==> config.mk <==
export PLATFORM = sky130hd
export DESIGN_NAME = hit_tracker
export DESIGN_NICKNAME = d
export VERILOG_FILES = /design/src/rtl/hit_tracker.sv
export SDC_FILE = /design/constraint.sdc
export NUM_CORES = 1
export LEC_CHECK = 0
export CAP_MARGIN = 25
export CELL_PAD_IN_SITES_DETAIL_PLACEMENT = 1
export CELL_PAD_IN_SITES_GLOBAL_PLACEMENT = 2
export CORE_MARGIN = 1.5
export CORE_UTILIZATION = 30
export CTS_CLUSTER_DIAMETER = 30
export CTS_CLUSTER_SIZE = 25
export DETAILED_ROUTE_END_ITERATION = 10
export GPL_ROUTABILITY_DRIVEN = 0
export PLACE_DENSITY = 0.81
export SLEW_MARGIN = 20
export SYNTH_ARGS = -nofsm -noshare
export SYNTH_HDL_FRONTEND = slang
export SYNTH_SLANG_ARGS = --single-unit
==> constraint.sdc <==
create_clock -name Clk -period 2.1 [get_ports Clk]
set_input_delay 0.63 -clock Clk [delete_from_list [all_inputs] [get_ports Clk]]
set_output_delay 0.63 -clock Clk [all_outputs]
set_load 0.005 [all_outputs]
==> src/rtl/hit_tracker.sv <==
// hit_tracker
//   Collects per-pixel sprite overlaps during active video. Once per frame, on
//   the falling edge of vsync, it updates player HP and score. It also runs the
//   ALIVE / INVULN / DEAD state machine.
//
//   Optional feature macro: HIT_TRACKER_BCD_SCORE_EN
//     defined   -> score is two BCD digits {tens,ones}, 00..99, saturating at 8'h99
//     undefined -> score is binary, saturating at 8'hFF
//
//   Ports
//     Clk            in   system clock
//     Reset_n        in   asynchronous active-low reset
//     frame_clk      in   VGA vsync (active low), already in the Clk domain
//     blank_n        in   1 = active video
//     is_player/enemy/attack       in  pixel lies inside that sprite's box
//     player/enemy/attack_index    in  5-bit palette index, 0 = transparent
//     restart        in   level; acted on only in DEAD at a frame end
//     player_hp      out  current HP
//     score          out  enemy hit count
//     player_hit     out  one-cycle pulse when HP is decremented
//     enemy_hit      out  one-cycle pulse on a score event
//     invuln         out  high while in INVULN
//     game_over      out  high while in DEAD
//     state_dbg      out  raw FSM state (0 ALIVE, 1 INVULN, 2 DEAD)
//
//   Frame-event handshake: there is no valid/ready. frame_end is a single-cycle
//   strobe. Every frame-level output updates on the Clk edge that ends the
//   frame_end cycle, and the pulses go low again on the next edge.
module hit_tracker #(
    parameter int MAX_HP        = 5,
    parameter int INVULN_FRAMES = 60
) (
    input  logic       Clk,
    input  logic       Reset_n,
    input  logic       frame_clk,
    input  logic       blank_n,
    input  logic       is_player,
    input  logic       is_enemy,
    input  logic       is_attack,
    input  logic [4:0] player_index,
    input  logic [4:0] enemy_index,
    input  logic [4:0] attack_index,
    input  logic       restart,
    output logic [3:0] player_hp,
    output logic [7:0] score,
    output logic       player_hit,
    output logic       enemy_hit,
    output logic       invuln,
    output logic       game_over,
    output logic [1:0] state_dbg
);

    typedef enum logic [1:0] {
        ALIVE  = 2'd0,
        INVULN = 2'd1,
        DEAD   = 2'd2
    } state_t;

    localparam logic [3:0] MAX_HP_L = 4'(MAX_HP);
    localparam logic [7:0] INV_L    = 8'(INVULN_FRAMES);

    state_t     state_q, state_d;
    logic [3:0] hp_q, hp_d;
    logic [7:0] score_q, score_d;
    logic [7:0] timer_q, timer_d;
    logic       ph_q, ph_d;
    logic       eh_q, eh_d;
    logic       vs_q;
    logic       pe_acc, ae_acc;

    logic frame_end;
    logic opaque_player, opaque_enemy, opaque_attack;

    assign frame_end     = vs_q & ~frame_clk;
    assign opaque_player = is_player && (player_index != 5'd0);
    assign opaque_enemy  = is_enemy  && (enemy_index  != 5'd0);
    assign opaque_attack = is_attack && (attack_index != 5'd0);

    // Saturating score increment, either BCD or binary.
    function automatic logic [7:0] score_inc(input logic [7:0] s);
        logic [7:0] r;
`ifdef HIT_TRACKER_BCD_SCORE_EN
        if (s == 8'h99)
            r = s;
        else if (s[3:0] == 4'd9)
            r = {s[7:4] + 4'd1, 4'd0};
        else
            r = {s[7:4], s[3:0] + 4'd1};
`else
        if (s == 8'hFF)
            r = s;
        else
            r = s + 8'd1;
`endif
        return r;
    endfunction

    // Overlap accumulators are sticky for the whole frame. Clearing at
    // frame_end takes priority, so a pixel seen in the frame_end cycle itself
    // is dropped rather than carried into the next frame.
    always_ff @(posedge Clk or negedge Reset_n) begin
        if (!Reset_n) begin
            vs_q   <= 1'b1;
            pe_acc <= 1'b0;
            ae_acc <= 1'b0;
        end else begin
            vs_q <= frame_clk;
            if (frame_end) begin
                pe_acc <= 1'b0;
                ae_acc <= 1'b0;
            end else begin
                if (blank_n && opaque_player && opaque_enemy) pe_acc <= 1'b1;
                if (blank_n && opaque_attack && opaque_enemy) ae_acc <= 1'b1;
            end
        end
    end

    always_ff @(posedge Clk or negedge Reset_n) begin
        if (!Reset_n) begin
            state_q <= ALIVE;
            hp_q    <= MAX_HP_L;
            score_q <= 8'd0;
            timer_q <= 8'd0;
            ph_q    <= 1'b0;
            eh_q    <= 1'b0;
        end else begin
            state_q <= state_d;
            hp_q    <= hp_d;
            score_q <= score_d;
            timer_q <= timer_d;
            ph_q    <= ph_d;
            eh_q    <= eh_d;
        end
    end

    always_comb begin
        state_d = state_q;
        hp_d    = hp_q;
        score_d = score_q;
        timer_d = timer_q;
        ph_d    = 1'b0;
        eh_d    = 1'b0;
        if (frame_end) begin
            case (state_q)
                ALIVE: begin
                    // A killing hit still scores in the same frame.
                    if (ae_acc) begin
                        eh_d    = 1'b1;
                        score_d = score_inc(score_q);
                    end
                    if (pe_acc && (hp_q != 4'd0)) begin
                        hp_d = hp_q - 4'd1;
                        ph_d = 1'b1;
                        if (hp_q == 4'd1) begin
                            state_d = DEAD;
                        end else begin
                            state_d = INVULN;
                            timer_d = INV_L;
                        end
                    end
                end
                INVULN: begin
                    if (ae_acc) begin
                        eh_d    = 1'b1;
                        score_d = score_inc(score_q);
                    end
                    // The timer leaves INVULN on the frame where it reaches
                    // zero. The <= 1 test also catches a zero value.
                    if (timer_q <= 8'd1) begin
                        timer_d = 8'd0;
                        state_d = ALIVE;
                    end else begin
                        timer_d = timer_q - 8'd1;
                    end
                end
                DEAD: begin
                    if (restart) begin
                        hp_d    = MAX_HP_L;
                        score_d = 8'd0;
                        timer_d = 8'd0;
                        state_d = ALIVE;
                    end
                end
                default: begin
                    state_d = ALIVE;
                end
            endcase
        end
    end

    assign player_hp  = hp_q;
    assign score      = score_q;
    assign player_hit = ph_q;
    assign enemy_hit  = eh_q;
    assign invuln     = (state_q == INVULN);
    assign game_over  = (state_q == DEAD);
    assign state_dbg  = state_q;

endmodule
# --- Word-level counts from Yosys, hierarchy flattened ---
# Cells that the tools add are included.
op_classes:
  addsub: 3
  multipliers: 0
  n_div: 0
  n_lt_le_gt_ge: 1
  eq_ne: 10
  shifts: 0
  muxes: 26
  n_bitwise: 2
  n_reduce_logical: 23
op_table:
  columns: ["cell", "count"]
  rows:
  - ["8-bit 2-to-1 mux", 6]
  - ["8-bit case mux with 3 select lines", 1]
  - ["8-bit case mux with 2 select lines", 1]
  - ["5-bit nonzero test", 3]
  - ["1-bit 2-to-1 mux", 10]
  - ["5-bit AND reduction", 2]
  - ["8-bit by 1-bit adder with 8-bit output, second input constant", 1]
  - ["8-bit equality test, second input constant", 1]
  - ["8-bit by 1-bit less-or-equal comparator with 1-bit output, second input constant", 1]
  - ["1-bit logical AND", 8]
  - ["2-bit 2-to-1 mux", 4]
  - ["4-bit 2-to-1 mux", 2]
  - ["2-bit inequality test, second input constant", 4]
  - ["4-bit case mux with 2 select lines", 1]
  - ["4-bit AND reduction", 2]
  - ["2-bit nonzero test", 4]
  - ["8-bit by 1-bit subtractor with 8-bit output, second input constant", 1]
  - ["2-bit case mux with 3 select lines", 1]
  - ["4-bit by 1-bit equality test with 1-bit output, second input constant", 1]
  - ["2-bit by 1-bit inequality test with 1-bit output, second input constant", 2]
  - ["4-bit nonzero test", 1]
  - ["4-bit by 1-bit subtractor with 4-bit output, second input constant", 1]
  - ["3-bit nonzero test", 1]
  - ["2-bit by 1-bit equality test with 1-bit output, second input constant", 1]
  - ["other kinds (5)", 5]
word_totals:
  ff_bits: 27
  latchBits: 0
  ramBits: 0
  romBits: 0
  in_bits: 23
  output_inout_bits: 18
  word_cells: 74
  memories: 0

# --- Depth between registers and ports, before layout ---
logic_depth:
  ltp_word: 6
  ltp_mapped: 7
  depth_no_buf: 6

# --- Least setup slack after synthesis ---
# Ideal clock, no wire load.
synth_timing:
  path_kind: "register -> register"
  start: "register hp_q[0] (netlist: player_hp[0])"
  end: "register timer_q[4]"
  setup_ps: 121
  arrival_time_ps: 1788
  t_required_ps: 1979
  path_slack_ps: 191
  path_stages_with_launch: 7
  path_buffers: 0
  synth_period_minus_slack_ps: 1909
  cell_sequence: "dfstp_2 -> inv_1 -> ha_1 -> or2_2 -> a21oi_1 -> o221ai_1 -> a22o_2"
synth_between:
  elab_chain_len: 4
  elab_cells_between_ends: 6
  classes_between: "3 x eq/ne; 3 x reduce/logical"
synth_rtl:
  columns: ["item", "line_no", "source"]
  rows:
  - ["start, declared", "63", "logic [3:0] hp_q, hp_d;"]
  - ["start signal, assigned", "128", "hp_q <= hp_d;"]
  - ["4-bit nonzero test", "151", "if (pe_acc && (hp_q != 4'd0)) begin"]
  - ["1-bit logical AND", "151", null]
  - ["2-bit inequality test (no source line)", null, null]
  - ["5-bit AND reduction (no source line) *", null, null]
  - ["end signal, assigned", "130", "timer_q <= timer_d;"]
  - ["end, declared", "65", "logic [7:0] timer_q, timer_d;"]
# Mark *: on every way between the ends. The rest lies on a longest branch, timed or not.
# A chain may end at the register's enable or synchronous reset.

# --- Worst setup path after layout ---
layout_timing:
  start: "input frame_clk"
  end: "register score_q[7] (netlist: score[7])"
layout_between:
  elab_chain_len: 3
layout_rtl:
  columns: ["item", "line_no", "source"]
  rows:
  - ["start, declared", "35", "input logic frame_clk,"]
  - ["1-bit inverter", "74", "assign frame_end = vs_q & ~frame_clk;"]
  - ["1-bit bitwise AND", "74", null]
  - ["5-bit AND reduction (no source line)", null, null]
  - ["end signal, assigned", "129", "score_q <= score_d;"]
  - ["end, declared", "64", "logic [7:0] score_q, score_d;"]
# Every way passes these cells.

==> results.sh <==
export IMPL_grtUsageTotal_pct=15.80
export IMPL_start_kind="primary input"
export IMPL_ys_types=54
export IMPL_period_share_pct=98.10
export IMPL_slew_viol_final=0
export IMPL_ys_ff_latch=27
export IMPL_via_per_inst=5.260
export IMPL_slew_headroom_pct=64.18
export IMPL_path_clk_slew_ns=0.10
export IMPL_synth_area_um2=1704
export IMPL_routed_wl_um=4585
export IMPL_yosysMostFrequentCell="dfrtp_1"
export IMPL_dpl_cell_count=300
export IMPL_vias=1620
export IMPL_synth_edff_count=0
export IMPL_synth_flop_cell="dfrtp_1"
export IMPL_tightest_slew_ns=0.5332
export IMPL_fillCellCount=648
export IMPL_antenna_found_initial=0
export IMPL_synth_cells=178
export IMPL_crit_required_ns=2.32
export IMPL_multi_input_area_um2=963.4
export IMPL_cts_sinks=27
export IMPL_post_place_ws_ns=-0.2763
export IMPL_ff2ff_path_depth=7
export IMPL_grt_pass1_wl_um=7748
export IMPL_async_flop_share_pct=100.0
export IMPL_cellPowerDensity_nw_per_um2=1033
export IMPL_worstSetupPathType="in2reg"
export IMPL_vdd_drop_max_uv=509.7
export IMPL_met1_usage_pct=21.68
export IMPL_worst_hold_path_type="reg2reg"
export IMPL_layout_setup_ws_ns=0.03989
export IMPL_placed_area_um2=2281
export IMPL_rsz0062_at_grt="no"
export IMPL_rows=27
export IMPL_grtUsageMet3_pct=1.744
export IMPL_port_buffers=40
export IMPL_die_h_um=78.37
export IMPL_period_minus_slack_ns=2.060
export IMPL_setup_violations=0
export IMPL_grt_pass1_vias=1630
export IMPL_cts_buffers=3
export IMPL_synthTopCellsByCount="dfrtp_1, nor2_1, inv_1, o21ai_0"
export IMPL_synth_area_leaders="dfrtp_1, ha_1, dfstp_2"
export IMPL_hold_depth=1
export IMPL_layout_cells_non_filler=308
export IMPL_ios=41
export IMPL_seqCellArea_um2=680.7
export IMPL_seq_area_frac_synth_pct=39.87
export IMPL_hpwl_um=3418
export IMPL_drv_cap=0
export IMPL_grt_max_degree=28
export IMPL_drc=0
export IMPL_top_usage_layer="met2"
export IMPL_whs_ns=0.5004
export IMPL_htree_num_levels=1
export IMPL_yosysTopAreaCellShare_pct=35.24
export IMPL_antenna_cells=0
export IMPL_status="completed"
export IMPL_final_util_pct=43.24
export IMPL_tritoncts="built"
export IMPL_synth_avg_cell_area_um2=9.574
export IMPL_hold_viol=0
export IMPL_cp_arrival_ns=2.28
export IMPL_drt_iter0_drc=112
export IMPL_clock_skew_ns=0.002663
export IMPL_nNetsFinal=268
export IMPL_core_area_um2=5507
export IMPL_routedWlPerCell_um=14.89
export IMPL_overflow=0
export IMPL_crit_path_max_fanout=7
export IMPL_final_antenna_net_count=0
export IMPL_drive_above_1_share_pct=18.64
export IMPL_crit_path_end_kind="flip-flop"
export IMPL_met2_usage_pct=25.74
export IMPL_syn2layout_area_growth_pct=39.72
export IMPL_synth_top_area_cell="dfrtp_1"
export IMPL_leakage_uw=0.001019
export IMPL_clockBufferDepth=2
export IMPL_drtPass1Iterations=4
export IMPL_ys_warn_count=0
export IMPL_chipWidth_um=78.37
export IMPL_postLayoutCellArea_um2=2381
export IMPL_fmax_mhz=485.4
export IMPL_initial_core_util_pct=30.95
export IMPL_die_area_um2=6142
export IMPL_syn_nets=209
export IMPL_clock_latency_ns=0.27
export IMPL_root_buffer="clkbuf_8"
cells in the final DEF, fill, tap and decap left out, types with 4 or more instances in the layout:
cell type,count
a22o_1,4
buf_4,20
clkdlybuf4s50_1,38
dfrtp_1,23
ha_1,6
inv_1,10
nand2_1,7
nand3_1,5
nor2_1,15
nor2b_1,4
nor3_1,8
o21ai_0,12
o22a_1,6
o22ai_1,4
or3_1,4
worst paths after layout:
kind,startpoint,to,slack (ns)
min in group asynchronous,Reset_n,timer_q[2]$_DFFE_PN0P_,0.73
worst max register to register,player_hp[0]$_DFFE_PN1P_,timer_q[4]$_DFFE_PN0P_,0.10
worst min-delay path,ae_acc$_DFFE_PN0P_,ae_acc$_DFFE_PN0P_,0.50
max in group asynchronous,Reset_n,vs_q$_DFF_PN1_,1.06
worst min register to register,ae_acc$_DFFE_PN0P_,ae_acc$_DFFE_PN0P_,0.50
worst max-delay path,frame_clk,score[7]$_DFFE_PN0P_,0.04
where the power goes:
group          switching (uW)  internal, uW  total (uW)
logic                     631           659        1290
clock network             177           133         310
registers                 174           685         860
total                     982          1480        2460
layout make-up:
| cell class | instances | share of cell area [%] |
|---|---|---|
| inverters | 12 | 1.892 |
| well taps | 72 | 3.784 |
| flip-flops and latches | 27 | 28.59 |
| clock inverters | 1 | 0.2102 |
| multi-input cells | 133 | 40.46 |
| repair buffers | 60 | 23.33 |
| clock buffers | 3 | 1.734 |
worst max-delay path, stage by stage:
cell             delay (ns)
clkdlybuf4s50_1        0.41
nand2b_2               0.24
or3_1                  0.49
nor4_1                 0.32
o22a_1                 0.18
cells by family (layout without fill, tap and decap cells):
group	count (synthesis)	in the layout	synth area share, %
buffers and inverters	18	76	4.625
DFF	27	27	39.87
and+or+nand+nor	69	69	23.94
muxes	6	6	3.744
AOI/OAI and AO/OA	50	50	21.95
adders and majority gates	8	8	5.874
metal layers:
layer / vias to the layer above / wire length, um
li1: 789 / -
met1: 795 / 2195
met2: 30 / 2173
met3: 6 / 121
met4: 0 / 94
met5: - / 0
registers in the layout, summed over array words and instances (netlist names):
| signal | count |
|---|---|
| vs_q | 1 |
| score | 8 |
| enemy_hit | 1 |
| player_hp | 4 |
| ae_acc | 1 |
| player_hit | 1 |
| timer_q | 8 |
| pe_acc | 1 |
| state_dbg | 2 |
stage by stage:
| stage | power (uW) | TNS, ns |
|---|---|---|
| final | 2460 | 0 |
| after global routing | 2668 | 0 |
| after CTS | 2436 | -0.05340 |
| after detailed placement | 2100 | -3.241 |
| after global placement | 2084 | -2.630 |
| after floorplan | 1596 | 0 |
repair_timing:
action / in CTS / in global routing
buffers inserted: 2 / 2
hold buffers: 0 / 0
endpoints found under the setup margin: 2 / 5
gates resized for setup: 2 / 7
(Power assumes the default switching activity.)
